$ cat src/rtl/mul_pkg.sv
// Shared types and constants for the iterative shift-and-add multiplier.
package mul_pkg;

    typedef enum logic [1:0] {
        IDLE = 2'd0,
        RUN  = 2'd1,
        DONE = 2'd2
    } mul_state_t;

    localparam int unsigned MUL_WIDTH = 32;

    // Bits needed to count 0 .. width-1; kept at least 1 so the counter is never zero-width.
    function automatic int unsigned cnt_width(input int unsigned width);
        return (width > 1) ? $clog2(width) : 1;
    endfunction

endpackage

$ cat src/rtl/mul_datapath.sv
// Shift-and-add datapath: operand capture, accumulator with carry, and result register.
module mul_datapath #(
    parameter int unsigned Width = 32
) (
    input  logic               clk,
    input  logic               rst_n,
    input  logic               load_i,
    input  logic               step_i,
    input  logic               commit_i,
    input  logic [Width-1:0]   multiplicand_i,
    input  logic [Width-1:0]   multiplier_i,
    output logic [2*Width-1:0] product_o
);

    logic [Width-1:0]   mcand_q;
    logic [Width-1:0]   hi_q;
    logic [Width-1:0]   lo_q;
    logic [2*Width-1:0] product_q;

    logic [Width-1:0]   pp;
    logic [Width:0]     sum;
    logic [2*Width-1:0] shifted;

    // {carry, sum, lo} >> 1: the adder carry lands in the MSB of hi, nothing is lost.
    always_comb begin
        pp      = lo_q[0] ? mcand_q : '0;
        sum     = {1'b0, hi_q} + {1'b0, pp};
        shifted = {sum, lo_q[Width-1:1]};
    end

    always_ff @(posedge clk or negedge rst_n) begin
        if (!rst_n) begin
            mcand_q   <= '0;
            hi_q      <= '0;
            lo_q      <= '0;
            product_q <= '0;
        end else begin
            if (load_i) begin
                mcand_q <= multiplicand_i;
                hi_q    <= '0;
                lo_q    <= multiplier_i;
            end else if (step_i) begin
                hi_q <= shifted[2*Width-1:Width];
                lo_q <= shifted[Width-1:0];
            end
            if (commit_i) begin
                product_q <= shifted;
            end
        end
    end

    assign product_o = product_q;

endmodule

$ cat src/rtl/shift_add_multiplier.sv
// Iterative unsigned WIDTH x WIDTH multiplier with start/busy/done handshake.
module shift_add_multiplier
    import mul_pkg::*;
#(
    parameter int unsigned WIDTH = MUL_WIDTH
) (
    input  logic               clk,
    input  logic               rst_n,
    input  logic               start_i,
    input  logic [WIDTH-1:0]   multiplicand_i,
    input  logic [WIDTH-1:0]   multiplier_i,
    output logic               ready_o,
    output logic               busy_o,
    output logic               done_o,
    output logic [2*WIDTH-1:0] product_o
);

    localparam int unsigned CntW = cnt_width(WIDTH);
    localparam logic [CntW-1:0] LastCount = CntW'(WIDTH - 1);

    mul_state_t      state_q;
    logic [CntW-1:0] count_q;
    logic            done_q;

    logic load;
    logic step;
    logic commit;

    // Start is only honoured outside RUN, so load and step never coincide.
    always_comb begin
        load   = (state_q != RUN) && start_i;
        step   = (state_q == RUN);
        commit = step && (count_q == LastCount);
    end

    always_ff @(posedge clk or negedge rst_n) begin
        if (!rst_n) begin
            state_q <= IDLE;
            count_q <= '0;
            done_q  <= 1'b0;
        end else begin
            unique case (state_q)
                IDLE: begin
                    done_q <= 1'b0;
                    if (start_i) begin
                        state_q <= RUN;
                        count_q <= '0;
                    end
                end
                RUN: begin
                    count_q <= count_q + CntW'(1);
                    if (count_q == LastCount) begin
                        state_q <= DONE;
                        done_q  <= 1'b1;
                    end
                end
                DONE: begin
                    done_q <= 1'b0;
                    if (start_i) begin
                        state_q <= RUN;
                        count_q <= '0;
                    end else begin
                        state_q <= IDLE;
                    end
                end
                default: begin
                    state_q <= IDLE;
                    done_q  <= 1'b0;
                end
            endcase
        end
    end

    mul_datapath #(
        .Width (WIDTH)
    ) u_datapath (
        .clk            (clk),
        .rst_n          (rst_n),
        .load_i         (load),
        .step_i         (step),
        .commit_i       (commit),
        .multiplicand_i (multiplicand_i),
        .multiplier_i   (multiplier_i),
        .product_o      (product_o)
    );

    assign ready_o = (state_q != RUN);
    assign busy_o  = (state_q == RUN);
    assign done_o  = done_q;

endmodule
$ cat config.mk
export PLATFORM = sky130hd
export DESIGN_NAME = shift_add_multiplier
export DESIGN_NICKNAME = d
export VERILOG_FILES = /design/src/rtl/mul_pkg.sv /design/src/rtl/mul_datapath.sv /design/src/rtl/shift_add_multiplier.sv
export SDC_FILE = /design/constraint.sdc
export NUM_CORES = 1
export LEC_CHECK = 0
export CAP_MARGIN = 30
export CORE_AREA = 4 4 141 143
export DETAILED_ROUTE_END_ITERATION = 7
export DIE_AREA = 0 0 145 147
export PLACE_DENSITY = 0.82
export SLEW_MARGIN = 5
export SYNTH_ARGS = -nofsm -noshare
export SYNTH_HDL_FRONTEND = slang
export SYNTH_HIERARCHICAL = 1
export SYNTH_SLANG_ARGS = --single-unit
$ cat constraint.sdc
create_clock -name clk -period 5.1 [get_ports clk]
set_input_delay 1.53 -clock clk [delete_from_list [all_inputs] [get_ports clk]]
set_output_delay 1.53 -clock clk [all_outputs]
set_load 0.02 [all_outputs]
# After elaboration in Yosys (flattened, before gate mapping)

Cells that the tools add are included.

$add $sub $neg: 2
Equal/unequal tests: 7
Mux-type cells: 13
Reduce and logical (&&, ||, !) cells: 8

Operators with widths:

| operator                                                              | number |
|---|---|
| 32-bit 2-to-1 mux                                                     | 5 |
| 32-bit by 32-bit adder with 33-bit output                             | 1 |
| 5-bit one-hot mux with 2 select lines                                 | 1 |
| 2-bit by 1-bit != test with 1-bit output, second input constant       | 3 |
| 2-bit one-hot mux with 3 select lines                                 | 1 |
| 5-bit by 1-bit adder with 5-bit output, second input constant         | 1 |
| 5-bit equality test, second input constant                            | 1 |
| 5-bit 2-to-1 mux                                                      | 1 |
| 2-bit 2-to-1 mux                                                      | 2 |
| 2-bit AND reduction                                                   | 2 |
| 2-bit nonzero test                                                    | 2 |
| 1-bit 2-to-1 mux                                                      | 3 |
| 2-bit by 1-bit equality test with 1-bit output, second input constant | 1 |
| 2-bit equality test, second input constant                            | 1 |
| 1-bit logical AND                                                     | 2 |
| 2-bit logical NOT                                                     | 1 |
| 2-bit != test, second input constant                                  | 1 |
| 2-bit OR reduction                                                    | 1 |

Register bits after elaboration: 168
Bits of input ports: 67
Output and inout port bits: 67
Logic and storage cells: 37

# Logic depth before layout (Yosys ltp)

Gate-level depths: netlist of run 1.

Depth in word-level cells: 4
Depth in mapped cells: 11
Mapped depth without buffers: 11

# Cells and area by module

Netlist of run 1, hierarchy kept.

By module, submodules not included:

| module               | instances | cells each | area each (um^2) | sequential area each (um^2) |
|---|---|---|---|---|
| mul_datapath         | 1         | 823        | 8755.9           | 4003.8 |
| shift_add_multiplier | 1         | 37         | 402.9            | 200.2 |

# Worst setup path after synthesis of run 1

Ideal clock, no wire load.

Path type: input -> register
Start point: in start_i
End point: reg u_datapath.mcand_q[0]
Setup time: 0.125 ns
Arrival time: 2.777 ns
Required time: 4.975 ns
Setup slack: 2.198 ns
Cell stages on the path: 5
Path buffers: 3
Path through: and2_2 > clkbuf_1 > clkbuf_1 > buf_1 > mux2_2

Word-level cells in the longest chain between the ends: 1

Ends and longest elaborated chain:

| what                 | line                       | RTL |
|---|---|---|
| start, declared      | shift_add_multiplier.sv:9  | `input logic start_i,` |
| 1-bit logical AND    | shift_add_multiplier.sv:31 | `load = (state_q != RUN) && start_i;` |
| end signal, assigned | mul_datapath.sv:39         | `mcand_q <= multiplicand_i;` |
| end, declared        | mul_datapath.sv:15         | `logic [Width-1:0] mcand_q;` |

No other way between the ends.
A chain may end at the register's enable or synchronous reset.

# Final worst setup path of run 1

Start point: reg state_q[1]
End point: out busy_o

Word-level cells in the longest chain between the ends: 1

Ends and longest elaborated chain:

| what                                           | line                       | RTL |
|---|---|---|
| start, declared                                | shift_add_multiplier.sv:21 | `mul_state_t state_q;` |
| start signal, assigned                         | shift_add_multiplier.sv:38 | `state_q <= IDLE;` |
| start signal, assigned                         | shift_add_multiplier.sv:46 | `state_q <= RUN;` |
| start signal, assigned                         | shift_add_multiplier.sv:53 | `state_q <= DONE;` |
| 2-bit by 1-bit equality test with 1-bit output | shift_add_multiplier.sv:88 | `assign busy_o = (state_q == RUN);` |
| end, declared                                  | shift_add_multiplier.sv:13 | `output logic busy_o,` |

No other way between the ends.

==> results of run 1 <==
registers in the layout (all words and copies together), names as in the netlist:
register              flops
u_datapath/hi_q          32
u_datapath/lo_q          32
count_q                   5
u_datapath/product_o     64
done_o                    1
u_datapath/mcand_q       32
state_q                   2
area by class of cell:
class | count | share of cell area
flip-flops and latches | 168 | 0.376
clock buffers | 17 | 0.0381
inverters | 18 | 0.00627
well taps | 234 | 0.0262
clock inverters | 15 | 0.0166
multi-input cells | 620 | 0.411
repair buffers | 141 | 0.126
through the flow:
stage                     area, µm²   util  hold slack (ns)  setup WS (ns)
final                         11200  0.601            0.490           1.26
after global routing          11200  0.601            0.515           1.14
after CTS                     11200  0.601            0.490           1.24
after detailed placement      10600  0.569            0.473           1.24
after global placement        10600  0.569            0.446           1.31
after floorplan                9160      -            0.429           2.20
routing by layer:
layer,track usage,wire [µm],vias to the layer above
met4,0.0656,382,2
met2,0.337,10400,195
met1,0.261,9500,3441
li1,-,-,3311
met3,0.0697,1510,35
met5,0,13,-
report_power, final:
group / switching, mW / internal, mW / total (mW)
sequential: 0.382 / 1.94 / 2.32
combinational: 2.09 / 1.70 / 3.78
clock: 0.612 / 0.705 / 1.32
total: 3.08 / 4.34 / 7.42
tightest hold or removal path: stages (launching register included):
cell	delay [ns]
sky130_fd_sc_hd__dfrtp_1	0.34
sky130_fd_sc_hd__nand2_1	0.06
sky130_fd_sc_hd__o31ai_1	0.05
worst min-delay path by stage:
stage	from	to	slack, ns	cells after the start
2_1_floorplan	count_q[3]	count_q[3]	0.43	1
3_3_place_gp	count_q[3]	count_q[3]	0.45	1
3_5_place_dp	u_datapath/product_o[54]	u_datapath/product_o[54]	0.47	2
4_1_cts	u_datapath/product_o[54]	u_datapath/product_o[54]	0.49	2
5_1_grt	count_q[3]	count_q[3]	0.51	1
6_report	u_datapath/product_o[54]	u_datapath/product_o[54]	0.49	2
kinds of logic (layout without fill, tap and decap cells):
family | Yosys count | in the layout | share of synthesized area
and+or+nand+nor | 241 | 241 | 0.132
AOI/OAI and AO/OA | 193 | 193 | 0.146
DFF | 168 | 168 | 0.459
muxes | 134 | 134 | 0.158
buffers and inverters | 72 | 191 | 0.0398
adders and majority gates | 35 | 35 | 0.0486
xor gates and xnor gates | 17 | 17 | 0.0163
cell usage after synthesis, types with 7 or more instances:
cell	instances	share of area
sky130_fd_sc_hd__mux2_2	84	0.10
sky130_fd_sc_hd__dfrtp_1	168	0.46
sky130_fd_sc_hd__a21oi_1	41	0.022
sky130_fd_sc_hd__nand3_1	11	0.0060
sky130_fd_sc_hd__a21o_1	11	0.0090
sky130_fd_sc_hd__a211o_1	7	0.0067
sky130_fd_sc_hd__o211ai_1	7	0.0057
sky130_fd_sc_hd__ha_1	34	0.046
sky130_fd_sc_hd__xor2_1	7	0.0067
sky130_fd_sc_hd__and2_1	33	0.023
sky130_fd_sc_hd__nand4_1	17	0.012
sky130_fd_sc_hd__o21bai_1	8	0.0066
sky130_fd_sc_hd__mux2i_1	50	0.055
sky130_fd_sc_hd__inv_1	16	0.0066
sky130_fd_sc_hd__nand2_1	75	0.031
sky130_fd_sc_hd__nor2_1	57	0.023
sky130_fd_sc_hd__o21ai_0	50	0.027
sky130_fd_sc_hd__a22o_1	10	0.0096
sky130_fd_sc_hd__xnor2_1	10	0.0096
sky130_fd_sc_hd__clkbuf_1	36	0.015
==> impl_metrics.sql, run 1 <==
INSERT INTO impl_metrics (metric_group, metric, value, unit) VALUES
('outcome', 'outcome', 'complete, no violations', ''),
('clocking', 'clk_path_buf_depth', '2', ''),
('final_layout', 'final_net_count', '1068', ''),
('sta', 'worst-slew-pin-transition', '0.849', 'ns'),
('final_layout', 'most_frequent_standard_cell_in_the_layout_excluding_fill_and_tap_cells', 'sky130_fd_sc_hd__dfrtp_1', ''),
('floorplanning', 'initial_core_util', '0.493', ''),
('floorplanning', 'floorplan.core_area', '18600', 'µm²'),
('place', 'io_buffers', '133', ''),
('clocking', 'htree_num_levels', '4', ''),
('clocking', 'clock_tree_from_tritoncts', 'built', ''),
('sta', 'setup-violations-final', '0', ''),
('worst_setup_path', 'criticalPathCategory', 'reg2out', ''),
('yosys', 'yosys.cell_types.count', '79', ''),
('final_layout', 'register_area', '4200', 'µm²'),
('global_routing', 'grt_max_degree', '87', ''),
('worst_setup_path', 'endpoint_kind', 'primary output', ''),
('power_and_ir_drop', 'vdd_drop_max', '398', 'µV'),
('global_routing', 'grt_pass1_wl', '36.2', 'mm'),
('sta', 'post-route-min-period', '3.84', 'ns'),
('worst_setup_path', 'rr_worst_depth', '10', ''),
('clocking', 'postCtsSetupBuffers', '0', ''),
('sta', 'rsz0062_at_grt', 'no', ''),
('final_layout', 'ratio_of_cells_with_drive_above_1_in_the_final_layout', '0.158', ''),
('worst_setup_path', 'worstReg2RegEnd', 'u_datapath/product_o[61]', ''),
('sta', 'finalClockSkew', '0.00735', 'ns'),
('worst_setup_path', 'crit_buf_inv', '2', ''),
('floorplanning', 'die-width', '145', 'µm'),
('final_layout', 'final_cell_count_no_fill', '1213', ''),
('worst_setup_path', 'cp-endpoint', 'busy_o', ''),
('yosys', 'post_synth_edffs', '0', ''),
('sta', 'final_cycle_utilization_of_the_critical_path', '0.752', ''),
('power_and_ir_drop', 'power_density', '664', 'nW/µm²'),
('worst_setup_path', 'critical_path.max_stage_delay', '0.72', 'ns'),
('route', 'number_of_vias_after_detailed_routing', '6984', ''),
('floorplanning', 'floorplan.rows', '50', ''),
('route', 'avgViaCountPerCell', '5.76', ''),
('power_and_ir_drop', 'p_leak', '4.88', 'nW'),
('yosys', 'synth-seq-cells', '168', ''),
('clocking', 'tritoncts.num_buffers', '17', ''),
('route', 'route.final.wire_length', '21.8', 'mm'),
('clocking', 'post_cts.resized_instances', '0', ''),
('clocking', 'holdBufCountCts', '0', ''),
('sta', 'max_freq', '0.261', 'GHz'),
('sta', 'hold_violations', '0', ''),
('sta', 'finalSetupTns', '0', 'ns'),
('power_and_ir_drop', 'report.power.total', '7.42', 'mW'),
('final_layout', 'mostFrequentLayoutCells', 'sky130_fd_sc_hd__dfrtp_1 (168), sky130_fd_sc_hd__clkdlybuf4s50_1 (132), sky130_fd_sc_hd__mux2_2 (84), sky130_fd_sc_hd__nand2_1 (75), sky130_fd_sc_hd__nor2_1 (57)', ''),
('floorplanning', 'design.portCount', '134', ''),
('yosys', 'mappedNetlistNets', '962', ''),
('place', 'post-dp-hpwl', '15.2', 'mm'),
('worst_setup_path', 'setup.reg_to_reg.worst_slack', '1.79', 'ns'),
('floorplanning', 'die_y', '147', 'µm'),
('clocking', 'cts_root_buf', 'sky130_fd_sc_hd__clkbuf_16', ''),
('worst_setup_path', 'critPathArrivalTime', '2.31', 'ns'),
('final_layout', 'syn2layout_area_growth', '22.0', '%'),
('worst_setup_path', 'crit-reg2reg-launch', 'u_datapath/lo_q[0]', ''),
('final_layout', 'multi_input_comb_area', '4590', 'µm²'),
('route', 'drtPass1Iterations', '5', ''),
('sta', 'slew-limit-headroom', '0.434', ''),
('route', 'detail_route.wl_per_cell', '18.0', 'µm'),
('yosys', 'yosysWarningCount', '6', ''),
('route', 'drc', '0', ''),
('worst_setup_path', 'crit_family', 'buffers and inverters', ''),
('min_path', 'hold_path.class', 'reg2reg', ''),
('sta', 'final_report_max_slew_violation_count', '0', ''),
('clocking', 'clk-insertion-delay-late', '0.44', 'ns'),
('route', 'drtAntennaViolNets', '0', ''),
('yosys', 'postSynthAreaPerCell', '10.6', 'µm²'),
('worst_setup_path', 'crit_path_start', 'state_q[1]', ''),
('yosys', 'synth.yosys.seq_area_share', '0.459', ''),
('yosys', 'synth_top_flop_cell', 'sky130_fd_sc_hd__dfrtp_1', '');
No activity file was read; power rests on OpenSTA's default activity.
==> inputs of run 2 (changes only) <==
PLACE_DENSITY = 0.85   (was 0.82)
clock period = 3.3 ns   (was 5.1 ns; I/O delays follow)
==> impl_metrics.sql, run 2 (synthesis results as in run 1) <==
INSERT INTO impl_metrics (metric_group, metric, value, unit) VALUES
('final_layout', 'ratio_of_cells_with_drive_above_1_in_the_final_layout', '0.162', ''),
('sta', 'setup-violations-final', '0', ''),
('clocking', 'holdBufCountCts', '0', ''),
('sta', 'final_cycle_utilization_of_the_critical_path', '0.879', ''),
('final_layout', 'antenna-diode-count', '0', ''),
('sta', 'finalSetupTns', '0', 'ns'),
('place', 'post-dp-hpwl', '15.2', 'mm'),
('route', 'detail_route.wl_per_cell', '18.0', 'µm'),
('floorplanning', 'design.die.area', '21300', 'µm²'),
('global_routing', 'grt_remaining_overflow', '0', ''),
('route', 'number_of_vias_after_detailed_routing', '7075', ''),
('floorplanning', 'die-width', '145', 'µm'),
('final_layout', 'stdcell_area', '11200', 'µm²'),
('worst_setup_path', 'rr_worst_depth', '10', ''),
('worst_setup_path', 'critical_path_required', '3.61', 'ns'),
('clocking', 'post_cts.resized_instances', '0', ''),
('route', 'violation_count_after_the_first_detailed_route_iteration', '455', ''),
('place', 'io_buffers', '133', ''),
('floorplanning', 'die_y', '147', 'µm'),
('worst_setup_path', 'criticalPathCategory', 'reg2reg', ''),
('route', 'avgViaCountPerCell', '5.81', ''),
('clocking', 'clock_tree_from_tritoncts', 'built', ''),
('clocking', 'htree_num_levels', '4', ''),
('global_routing', 'grt_antenna_before_repair', '0', ''),
('min_path', 'hold_path.class', 'reg2reg', ''),
('worst_setup_path', 'critPathArrivalTime', '3.21', 'ns'),
('floorplanning', 'initial_core_util', '0.493', ''),
('global_routing', 'grt_max_degree', '93', ''),
('sta', 'post-route-min-period', '2.90', 'ns'),
('sta', 'max_freq', '0.345', 'GHz'),
('place', 'globalplace.congestion', '0.912', ''),
('clocking', 'postCtsSetupBuffers', '0', ''),
('final_layout', 'syn2layout_area_growth', '22.8', '%'),
('worst_setup_path', 'setup.reg_to_reg.worst_slack', '0.40', 'ns'),
('sta', 'worst-slew-pin-transition', '0.828', 'ns'),
('final_layout', 'mostFrequentLayoutCells', 'sky130_fd_sc_hd__dfrtp_1 (168), sky130_fd_sc_hd__clkdlybuf4s50_1 (132), sky130_fd_sc_hd__mux2_2 (84), sky130_fd_sc_hd__nand2_1 (75), sky130_fd_sc_hd__nor2_1 (57)', ''),
('worst_setup_path', 'crit_fanout', '17', ''),
('power_and_ir_drop', 'vdd_drop_max', '612', 'µV'),
('clocking', 'clk_pin_slew', '0.07', 'ns'),
('worst_setup_path', 'crit_path_start_kind', 'flop', ''),
('global_routing', 'gr-usage-all-layers', '0.207', ''),
('clocking', 'cts_root_buf', 'sky130_fd_sc_hd__clkbuf_16', ''),
('clocking', 'clk-insertion-delay-late', '0.43', 'ns'),
('route', 'drtAntennaViolNets', '0', ''),
('clocking', 'tritoncts.num_buffers', '17', ''),
('sta', 'slew-limit-headroom', '0.448', ''),
('sta', 'hold_violations', '0', ''),
('route', 'route.final.wire_length', '21.9', 'mm'),
('run', 'maxCapViolCount', '0', ''),
('clocking', 'clk_path_buf_depth', '2', ''),
('min_path', 'worst_hold_path.num_cells', '1', ''),
('global_routing', 'grt_pass1_wl', '36.7', 'mm'),
('place', 'postPlaceCellArea', '10600', 'µm²'),
('final_layout', 'largest_register_ffs', '64', ''),
('final_layout', 'most_frequent_standard_cell_in_the_layout_excluding_fill_and_tap_cells', 'sky130_fd_sc_hd__dfrtp_1', ''),
('global_routing', 'number_of_global_route_vias_before_repair', '7276', ''),
('sta', 'finalClockSkew', '0.0122', 'ns'),
('worst_setup_path', 'endpoint_kind', 'flop', ''),
('route', 'drc', '0', ''),
('sta', 'rsz0062_at_grt', 'no', ''),
('sta', 'final_report_max_slew_violation_count', '0', ''),
('floorplanning', 'floorplan.rows', '50', ''),
('final_layout', 'final_net_count', '1072', ''),
('power_and_ir_drop', 'p_leak', '4.90', 'nW'),
('power_and_ir_drop', 'power_density', '1030', 'nW/µm²'),
('outcome', 'outcome', 'complete, no violations', ''),
('route', 'drtPass1Iterations', '8', ''),
('clocking', 'clkSinkCount', '168', ''),
('floorplanning', 'floorplan.core_area', '18600', 'µm²'),
('floorplanning', 'design.portCount', '134', '');
-- run 2: per-stage QoR --
stage / worst slack, ns / total power [mW] / hold slack [ns] / cells / utilization
floorplan: 0.631 / 7.78 / 0.429 / 860 / -
global placement: 0.529 / 9.23 / 0.448 / 1185 / 0.572
detailed placement: 0.421 / 9.41 / 0.467 / 1185 / 0.572
CTS: 0.405 / 11.6 / 0.494 / 1217 / 0.605
global route: 0.181 / 12.4 / 0.507 / 1217 / 0.605
finish: 0.400 / 11.6 / 0.493 / 1217 / 0.605
-- run 2: where the power goes --
part / leakage (nW) / switching (mW) / internal (mW) / total, mW
Combinational: 2.64 / 3.23 / 2.65 / 5.88
Clock: 0.300 / 0.936 / 1.16 / 2.10
Sequential: 1.97 / 0.600 / 3.00 / 3.60
Total: 4.90 / 4.76 / 6.82 / 11.6
-- run 2: layout make-up --
cell class	instances	area (µm²)
clock inverter	15	199
timing repair buffer	145	1460
clock buffer	17	425
tap	234	293
inverter	18	70.1
sequential	168	4200
multi-input combinational	620	4590
fill	1467	7340
-- run 2: path summary, 6_finish.rpt --
| kind | from | endpoint |
|---|---|---|
| worst max-delay path | u_datapath/lo_q[0] | u_datapath/hi_q[28] |
| worst min-delay path | count_q[3] | count_q[3] |
| worst max register to register | u_datapath/lo_q[0] | u_datapath/hi_q[28] |
| worst min register to register | count_q[3] | count_q[3] |
| max in group asynchronous | rst_n | u_datapath/lo_q[22] |
| min in group asynchronous | rst_n | u_datapath/product_o[11] |
-- run 2: layer usage --
layer,vias to the layer above,part of all wire,global-route usage
met5,-,0,0
met4,0,0.017,0.0504
met3,38,0.074,0.0672
met2,233,0.47,0.339
met1,3487,0.44,0.271
li1,3317,-,-
-- run 2: critical path: stages (launching register included) --
cell and delay [ns]:
sky130_fd_sc_hd__dfrtp_1 0.39, sky130_fd_sc_hd__buf_4 0.19, sky130_fd_sc_hd__and2_1 0.15, sky130_fd_sc_hd__ha_1 0.48, sky130_fd_sc_hd__nand4_1 0.21, sky130_fd_sc_hd__nor4_1 0.29, sky130_fd_sc_hd__nand2b_1 0.08, sky130_fd_sc_hd__o21ai_1 0.30
sky130_fd_sc_hd__o2111ai_2 0.21, sky130_fd_sc_hd__mux2i_1 0.18, sky130_fd_sc_hd__a211o_1 0.29
